[config.mk]
export PLATFORM = sky130hd
export DESIGN_NAME = fetch_stage_flat
export DESIGN_NICKNAME = d
export VERILOG_FILES = /design/src/rtl/fetch_stage_if.sv /design/src/rtl/fetch_stage.sv /design/src/flat_wrapper.sv
export SDC_FILE = /design/constraint.sdc
export NUM_CORES = 1
export LEC_CHECK = 0
export CAP_MARGIN = 30
export CORE_ASPECT_RATIO = 0.9
export CORE_MARGIN = 2
export CORE_UTILIZATION = 43
export CTS_BUF_LIST = sky130_fd_sc_hd__clkbuf_8
export DETAILED_ROUTE_END_ITERATION = 6
export GPL_ROUTABILITY_DRIVEN = 0
export HOLD_SLACK_MARGIN = 0.05
export PLACE_DENSITY = 0.82
export RECOVER_POWER = 50
export SYNTH_ARGS = -nofsm -noshare
export SYNTH_HDL_FRONTEND = slang
export SYNTH_SLANG_ARGS = --single-unit
export TNS_END_PERCENT = 30
[constraint.sdc]
create_clock -name clk -period 1.6 [get_ports clk]
set_input_delay 0.16 -clock clk [delete_from_list [all_inputs] [get_ports clk]]
set_output_delay 0.16 -clock clk [all_outputs]
set_load 0.01 [all_outputs]
[src/rtl/fetch_stage_if.sv]
// Instruction-memory fetch handshake between fetch_stage and imem.
// Request/address are held until the cycle ready is returned.
interface fetch_stage_if;
  logic        imem_req;
  logic [31:0] imem_addr;
  logic        imem_ready;
  logic [31:0] imem_rdata;

  modport master (
    output imem_req,
    output imem_addr,
    input  imem_ready,
    input  imem_rdata
  );

  modport slave (
    input  imem_req,
    input  imem_addr,
    output imem_ready,
    output imem_rdata
  );
endinterface

[src/rtl/fetch_stage.sv]
// PC register and IF/ID pipeline register with a variable-latency
// imem handshake, ID stall absorption and flush/drain handling.
module fetch_stage #(
  parameter logic [31:0] RESET_PC  = 32'h0000_3000,
  parameter logic [31:0] NOP_INSTR = 32'h0000_0000
) (
  input  logic        clk,
  input  logic        rst_n,
  input  logic [31:0] npc,
  input  logic        stall,
  input  logic        flush,
  input  logic [31:0] flush_pc,
  fetch_stage_if.master imem,
  output logic [31:0] pc,
  output logic [31:0] pre_pc,
  output logic [31:0] id_instr,
  output logic        id_valid
);

  typedef enum logic [1:0] {
    S_REQ,
    S_HOLD,
    S_DRAIN
  } state_e;

  state_e      state_q;
  state_e      state_d;
  logic [31:0] pc_q;
  logic [31:0] pc_d;
  logic [31:0] pre_pc_q;
  logic [31:0] pre_pc_d;
  logic [31:0] id_instr_q;
  logic [31:0] id_instr_d;
  logic        id_valid_q;
  logic        id_valid_d;
  logic [31:0] hold_q;
  logic [31:0] hold_d;
  logic [31:0] drain_q;
  logic [31:0] drain_d;

  logic [31:0] npc_al;
  logic [31:0] fpc_al;
  logic        ready;

  assign npc_al = npc & ~32'h3;
  assign fpc_al = flush_pc & ~32'h3;
  assign ready  = imem.imem_ready;

  // Request is gated by reset so nothing issues while rst_n is low.
  assign imem.imem_req  = rst_n && (state_q != S_HOLD);
  assign imem.imem_addr = (state_q == S_DRAIN) ? drain_q : pc_q;

  assign pc       = pc_q;
  assign pre_pc   = pre_pc_q;
  assign id_instr = id_instr_q;
  assign id_valid = id_valid_q;

  always_comb begin
    state_d    = state_q;
    pc_d       = pc_q;
    pre_pc_d   = pre_pc_q;
    id_instr_d = id_instr_q;
    id_valid_d = id_valid_q;
    hold_d     = hold_q;
    drain_d    = drain_q;

    unique case (state_q)
      S_REQ: begin
        if (flush) begin
          pc_d       = fpc_al;
          id_instr_d = NOP_INSTR;
          id_valid_d = 1'b0;
          if (!ready) begin
            drain_d = pc_q;
            state_d = S_DRAIN;
          end
        end else if (ready && !stall) begin
          id_instr_d = imem.imem_rdata;
          id_valid_d = 1'b1;
          pre_pc_d   = pc_q;
          pc_d       = npc_al;
        end else if (ready) begin
          hold_d  = imem.imem_rdata;
          state_d = S_HOLD;
        end else if (!stall) begin
          id_instr_d = NOP_INSTR;
          id_valid_d = 1'b0;
        end
      end

      S_HOLD: begin
        if (flush) begin
          pc_d       = fpc_al;
          id_instr_d = NOP_INSTR;
          id_valid_d = 1'b0;
          hold_d     = 32'h0;
          state_d    = S_REQ;
        end else if (!stall) begin
          id_instr_d = hold_q;
          id_valid_d = 1'b1;
          pre_pc_d   = pc_q;
          pc_d       = npc_al;
          state_d    = S_REQ;
        end
      end

      S_DRAIN: begin
        if (flush) begin
          pc_d       = fpc_al;
          id_instr_d = NOP_INSTR;
          id_valid_d = 1'b0;
        end else if (!stall) begin
          id_instr_d = NOP_INSTR;
          id_valid_d = 1'b0;
        end
        // Aborted response returns; its data is simply dropped.
        if (ready) begin
          state_d = S_REQ;
        end
      end

      default: begin
        state_d = S_REQ;
      end
    endcase
  end

  always_ff @(posedge clk) begin
    if (!rst_n) begin
      state_q    <= S_REQ;
      pc_q       <= RESET_PC;
      pre_pc_q   <= 32'h0;
      id_instr_q <= NOP_INSTR;
      id_valid_q <= 1'b0;
      hold_q     <= 32'h0;
      drain_q    <= 32'h0;
    end else begin
      state_q    <= state_d;
      pc_q       <= pc_d;
      pre_pc_q   <= pre_pc_d;
      id_instr_q <= id_instr_d;
      id_valid_q <= id_valid_d;
      hold_q     <= hold_d;
      drain_q    <= drain_d;
    end
  end

endmodule
[src/flat_wrapper.sv]
// flat-port wrapper written by rule: the top's interface ports become plain ports
module fetch_stage_flat 
#(
  parameter logic [31:0] RESET_PC  = 32'h0000_3000,
  parameter logic [31:0] NOP_INSTR = 32'h0000_0000
)
  (clk, rst_n, npc, stall, flush, flush_pc, pc, pre_pc, id_instr, id_valid, imem_imem_req, imem_imem_addr, imem_imem_ready, imem_imem_rdata);
  fetch_stage_if imem_i ();
  input  logic clk;
  input  logic rst_n;
  input  logic [31:0] npc;
  input  logic stall;
  input  logic flush;
  input  logic [31:0] flush_pc;
  output logic [31:0] pc;
  output logic [31:0] pre_pc;
  output logic [31:0] id_instr;
  output logic id_valid;
  output wire logic [$bits(imem_i.imem_req)-1:0] imem_imem_req;
  output wire logic [$bits(imem_i.imem_addr)-1:0] imem_imem_addr;
  input wire logic [$bits(imem_i.imem_ready)-1:0] imem_imem_ready;
  input wire logic [$bits(imem_i.imem_rdata)-1:0] imem_imem_rdata;
  assign imem_imem_req = imem_i.imem_req;
  assign imem_imem_addr = imem_i.imem_addr;
  assign imem_i.imem_ready = imem_imem_ready;
  assign imem_i.imem_rdata = imem_imem_rdata;
  fetch_stage #(.RESET_PC(RESET_PC), .NOP_INSTR(NOP_INSTR)) u_core (.clk(clk), .rst_n(rst_n), .npc(npc), .stall(stall), .flush(flush), .flush_pc(flush_pc), .imem(imem_i), .pc(pc), .pre_pc(pre_pc), .id_instr(id_instr), .id_valid(id_valid));
endmodule
==> flow_summary.yaml, run 1 <==
run_status:
  status: "complete, but fails checks"
  violations: "setup timing"
clock_tree:
  clk_pin_slew_ns: 0.09
  postCtsHoldBufs: 0
  cts-buffers-inserted: 17
  cts_tree: "yes"
  cts.path.max_buffers: 2
  ctsRootBufferMaster: "clkbuf_8"
  cts_sinks: 157
  h-tree-depth: 4
  insertion_delay_ns: 0.44
job:
  maxCapViolCount: 0
power:
  pwr-share-seq: 0.393
  p_sw_mw: 3.89
  intPower_mw: 8.03
  p_leak_nw: 4.45
  peakVddDrop_uv: 547
  power.total_mw: 11.9
  p_per_area_nw_per_um2: 1090
  p_comb_frac: 0.379
  power_frac_clock: 0.228
  p_sw_frac: 0.326
finish:
  fin_area_um2: 10900
  final_nets: 1092
  fillCellCount: 1225
  fin_util: 0.681
  fin_cells: 1206
  syn_to_final_growth_pct: 56.1
  drive_above_1_share: 0.232
  ff_latch_area_um2: 3180
  multi_input_area_um2: 3860
  diodes: 0
route:
  drc: 0
  vias: 6639
  routedWlPerCell_um: 18.5
  drt_wl_total_um: 22300
  antenna_left: 0
  first_iter_violations: 415
  dr.pass1.iters: 5
  vias_per_cell: 5.50
global_routing:
  grt_max_degree: 98
  antenna_found_initial: 0
  gr-max-usage-layer: "met2"
  met3_usage: 0.0609
  use_met1: 0.323
  gr-usage-met2: 0.390
  grtUsageTotal: 0.242
  grt_remaining_overflow: 0
  grt_pass1_vias: 6270
  grt_pass1_wl_um: 34200
sta:
  finalSetupViolCount: 158
  hold-worst-slack_ns: 0.145
  slew_viol_final: 0
  min_period_over_period: 1.22
  max_freq_mhz: 511
  setup_ws_ns: -0.359
  fin_skew_ns: 0.00921
  finalHoldViolCount: 0
  layout_min_cycle_time_ns: 1.96
  rsz0062_at_grt: "yes"
  setup_tns_ns: -31.25
place:
  post-dp-hpwl_um: 13300
  numPlacedInstances: 1140
  dpl_worst_slack_ns: -0.316
  portBuffers: 220
  postPlaceCellArea_um2: 9680
floorplanning:
  std_cell_rows: 44
  coreArea_um2: 16100
  dieWidth_um: 139
  start_util: 0.436
  die_h_um: 125
  io_pins: 231
  die-area_um2: 17400
setup_path:
  critical_path_arrival_ns: 2.33
  cp-startpoint: "u_core.state_q[0]"
  critPathMaxFanout: 8
  cp.required_ns: 1.97
  end_kind: "register"
  crit_type: "reg2reg"
  start_kind: "register"
  r2r_start: "u_core.state_q[0]"
synthesis:
  synth-seq-cells: 157
  avgSynthCellArea_um2: 9.43
  netlist_area_um2: 7020
  yosysWarnings: 0
  syn-instance-count: 744
  synth.distinct_cells: 36
  yosysSeqAreaShare: 0.448
hold_path:
  hp-start: "rst_n"
  worst_hold_path_type: "in2reg"
-- layer usage --
metal,vias to the layer above,share of wire
li1,3122,-
met1,3203,0.42
met2,279,0.49
met3,35,0.075
met4,0,0.016
met5,-,0
-- sequential cells by signal (all words and copies together), names as in the netlist --
register / flops
u_core.pre_pc: 30
u_core.id_valid: 1
u_core.state_q: 2
u_core.pc: 30
u_core.drain_q: 30
u_core.id_instr: 32
u_core.hold_q: 32
-- worst paths after layout --
path / slack (ns) / cells past startpoint / endpoint
worst max-delay path: -0.36 / 9 / u_core.hold_q[15]
worst min-delay path: 0.15 / 4 / u_core.hold_q[30]
worst max register to register: -0.36 / 9 / u_core.hold_q[15]
worst min register to register: 0.45 / 2 / u_core.hold_q[29]
-- critical path, stage by stage, from the launching register on --
cell and delay, ns:
dfxtp_2 0.34, buf_6 0.12, ha_4 0.17, buf_6 0.12
mux2i_4 0.18, a211oi_4 0.29, buf_6 0.20, buf_8 0.14
nand4b_1 0.16, o21ai_1 0.16
-- power by group through the flow --
stage | sequential [mW] | clock (mW) | combinational [mW]
global placement | 4.71 | 0 | 3.34
global route | 4.74 | 2.97 | 4.77
finish | 4.68 | 2.72 | 4.52
floorplan | 4.73 | 0 | 1.71
CTS | 4.67 | 2.79 | 4.31
detailed placement | 4.72 | 0 | 3.39
-- cells in the mapped netlist --
cell / n / area [um2]
a211oi_4: 1 / 20.0
a21boi_0: 30 / 225
a21boi_2: 1 / 11.3
a21o_1: 1 / 7.51
a21oi_1: 5 / 25.0
a22o_1: 1 / 8.76
a22oi_1: 32 / 240
a31oi_1: 3 / 18.8
and2_1: 1 / 6.26
and3_1: 1 / 6.26
and3b_1: 1 / 8.76
buf_12: 3 / 60.1
buf_2: 19 / 95.1
buf_4: 6 / 45.0
buf_6: 1 / 11.3
clkbuf_1: 47 / 176
conb_1: 1 / 3.75
dfxtp_1: 157 / 3140
ha_1: 5 / 62.6
inv_1: 4 / 15.0
mux2_2: 30 / 338
mux2i_1: 65 / 651
nand2_1: 129 / 484
nand2b_1: 5 / 31.3
nand3_1: 32 / 160
nand4_1: 1 / 6.26
nand4b_1: 31 / 272
nor2_1: 2 / 7.51
nor2b_1: 32 / 200
nor2b_2: 1 / 8.76
nor3_2: 1 / 10.0
o211a_1: 28 / 280
o21ai_0: 23 / 115
o21ai_1: 11 / 55.1
o22ai_1: 32 / 200
or3_1: 1 / 6.26
-- placed cells by master, fill, tap and decap left out, types with 9 or more instances in the layout --
cell,count
clkdlybuf4s50_1,169
dfxtp_1,133
nand2_1,129
mux2i_1,58
buf_6,42
a22oi_1,32
nand4b_1,31
nand3_1,30
nor2b_1,30
mux2_4,29
o22ai_1,28
o211a_1,28
o21ai_1,28
buf_4,28
dfxtp_2,22
buf_12,21
clkbuf_8,18
a21boi_0,16
a21boi_1,13
clkdlybuf4s25_1,9
-- cells by family (layout without fill, tap and decap cells) --
group	count (synthesis)	after routing	share of synthesized area
AND/OR/NAND/NOR	238	238	0.172
AO/OA/AOI/OAI	168	168	0.172
flip-flops	157	157	0.448
multiplexers	95	95	0.141
buffers and inverters	80	330	0.0574
adder cells (fa/ha/maj)	5	5	0.00892
other	1	6	0.000535
-- layout make-up --
cell class / count / share of cell area
sequential: 157 / 0.290
clock buffer: 18 / 0.0226
clock inverter: 14 / 0.0102
multi-input combinational: 512 / 0.352
inverter: 4 / 0.00183
timing repair buffer: 294 / 0.299
tap: 207 / 0.0237
-- timing repair --
item                       4_1_cts  5_1_grt
pin swaps                       12       15
buffers inserted                17       11
setup endpoints to repair      184      183
gates resized for setup        257       79
cloned                           7        4
(Power assumes the default switching activity.)
==> inputs of run 2 (changes only) <==
- CAP_MARGIN: 30 -> not set
- CTS_CLUSTER_SIZE: not set -> 40
==> results of run 2 <==
Same layout as run 1: the final DEF is identical, and so are final timing and power.
==> inputs of run 3 (changes only) <==
- PLACE_DENSITY: 0.82 -> 0.75
==> run 3 against run 2 <==
  * The flow still finishes with violations (setup timing)
  * Die area unchanged
  * Clock power increased by 17%
  * Sequential power about the same
  * Core utilization increased by 0.40 points
  * Sequential cell count unchanged
  * Non-clock buffer count decreased by 9
  * Via count decreased by 1.5%
  * Largest power group unchanged
==> flow_summary.yaml, run 3 (synthesized netlist as in run 1, its figures left out) <==
finish:
  syn_to_final_growth_pct: 57.0
  final_cell_mix: "168 x clkdlybuf4s50_1, 137 x dfxtp_1, 129 x nand2_1"
  fin_util: 0.685
  final_common_cell: "clkdlybuf4s50_1"
  diodes: 0
  final_nets: 1083
  drive_above_1_share: 0.231
job:
  maxCapViolCount: 0
route:
  routedWlPerCell_um: 18.9
  antenna_left: 0
  first_iter_violations: 387
  vias: 6542
  vias_per_cell: 5.47
  dr.pass1.iters: 5
  drc: 0
  drt_wl_total_um: 22600
sta:
  tightest_slew_ns: 0.762
  min_period_over_period: 1.18
  rsz0062_at_grt: "yes"
  setup_ws_ns: -0.295
  finalHoldViolCount: 0
  layout_min_cycle_time_ns: 1.90
  setup_tns_ns: -27.44
  slew_viol_final: 0
  finalSetupViolCount: 155
  fin_skew_ns: 0.0187
  max_freq_mhz: 528
  relSlewSlack: 0.492
global_routing:
  grt_pass1_wl_um: 34300
  grt_remaining_overflow: 0
  grt_pass1_vias: 6177
  grtUsageTotal: 0.246
  grt_max_degree: 109
  antenna_found_initial: 0
setup_path:
  critical_path_arrival_ns: 2.23
  start_kind: "register"
  end_kind: "register"
  cp.required_ns: 1.94
  critPathMaxFanout: 10
  crit_type: "reg2reg"
clock_tree:
  ctsRootBufferMaster: "clkbuf_8"
  insertion_delay_ns: 0.46
  cts.path.max_buffers: 2
  clk_pin_slew_ns: 0.10
  cts_tree: "yes"
  cts_sinks: 157
  h-tree-depth: 4
  cts-buffers-inserted: 17
floorplanning:
  coreArea_um2: 16100
  io_pins: 231
  die-area_um2: 17400
  dieWidth_um: 139
  die_h_um: 125
  start_util: 0.436
  std_cell_rows: 44
power:
  p_per_area_nw_per_um2: 1110
  power.total_mw: 12.2
  peakVddDrop_uv: 632
  p_leak_nw: 4.45
run_status:
  violations: "setup timing"
  status: "complete, but fails checks"
place:
  post-dp-hpwl_um: 13000
  dpl_worst_slack_ns: -0.246
  portBuffers: 220
hold_path:
  worst_hold_path_type: "in2reg"
[run 3: metrics by stage]
stage	std cells	hold WS, ns	instance area, um2
floorplan	749	0.297	7120
global placement	1139	0.435	9660
detailed placement	1139	0.441	9660
CTS	1193	0.0931	10700
global route	1197	0.104	11000
finish	1197	0.128	11000
[run 3: critical path, cell delays in order, from the launching register on]
cell and delay [ns]:
dfxtp_4 0.37, ha_4 0.19, buf_12 0.16, buf_8 0.12, nor2_4 0.15, buf_6 0.15, buf_12 0.15, mux2i_4 0.25
nand3_2 0.09, o211a_1 0.14
[run 3: report_power, final]
group	internal (mW)	leakage [nW]	switching, mW
Combinational	2.44	2.96	1.96
Sequential	4.32	1.29	0.333
Clock	1.63	0.208	1.55
[run 3: final timing paths]
check,slack (ns),cells past startpoint,start,to
setup / recovery,-0.30,9,u_core.state_q[1],u_core.pc[9]
hold / removal,0.13,4,rst_n,u_core.hold_q[30]
setup reg to reg,-0.30,9,u_core.state_q[1],u_core.pc[9]
hold reg to reg,0.45,2,u_core.hold_q[23],u_core.hold_q[23]
[run 3: area by class of cell]
cell class	instances	area (um2)
timing repair buffer	285	3210
fill	1220	5060
multi-input combinational	512	3940
inverter	4	15.0
sequential	157	3170
tap	207	259
clock inverter	13	163
clock buffer	19	262
[run 3: what timing repair did]
| action | CTS | global route |
|---|---|---|
| buffers inserted | 12 | 4 |
| setup endpoints to repair | 186 | 192 |
| gates resized for setup | 262 | 64 |
| hold buffers | 0 | 0 |
| pin swaps | 9 | 19 |
| cloned | 11 | 4 |
[run 3: metal layers]
layer | global-route usage | share of wire
met1 | 0.335 | 0.44
met2 | 0.389 | 0.47
met3 | 0.0609 | 0.077
met4 | 0.0719 | 0.016
met5 | 0 | 0
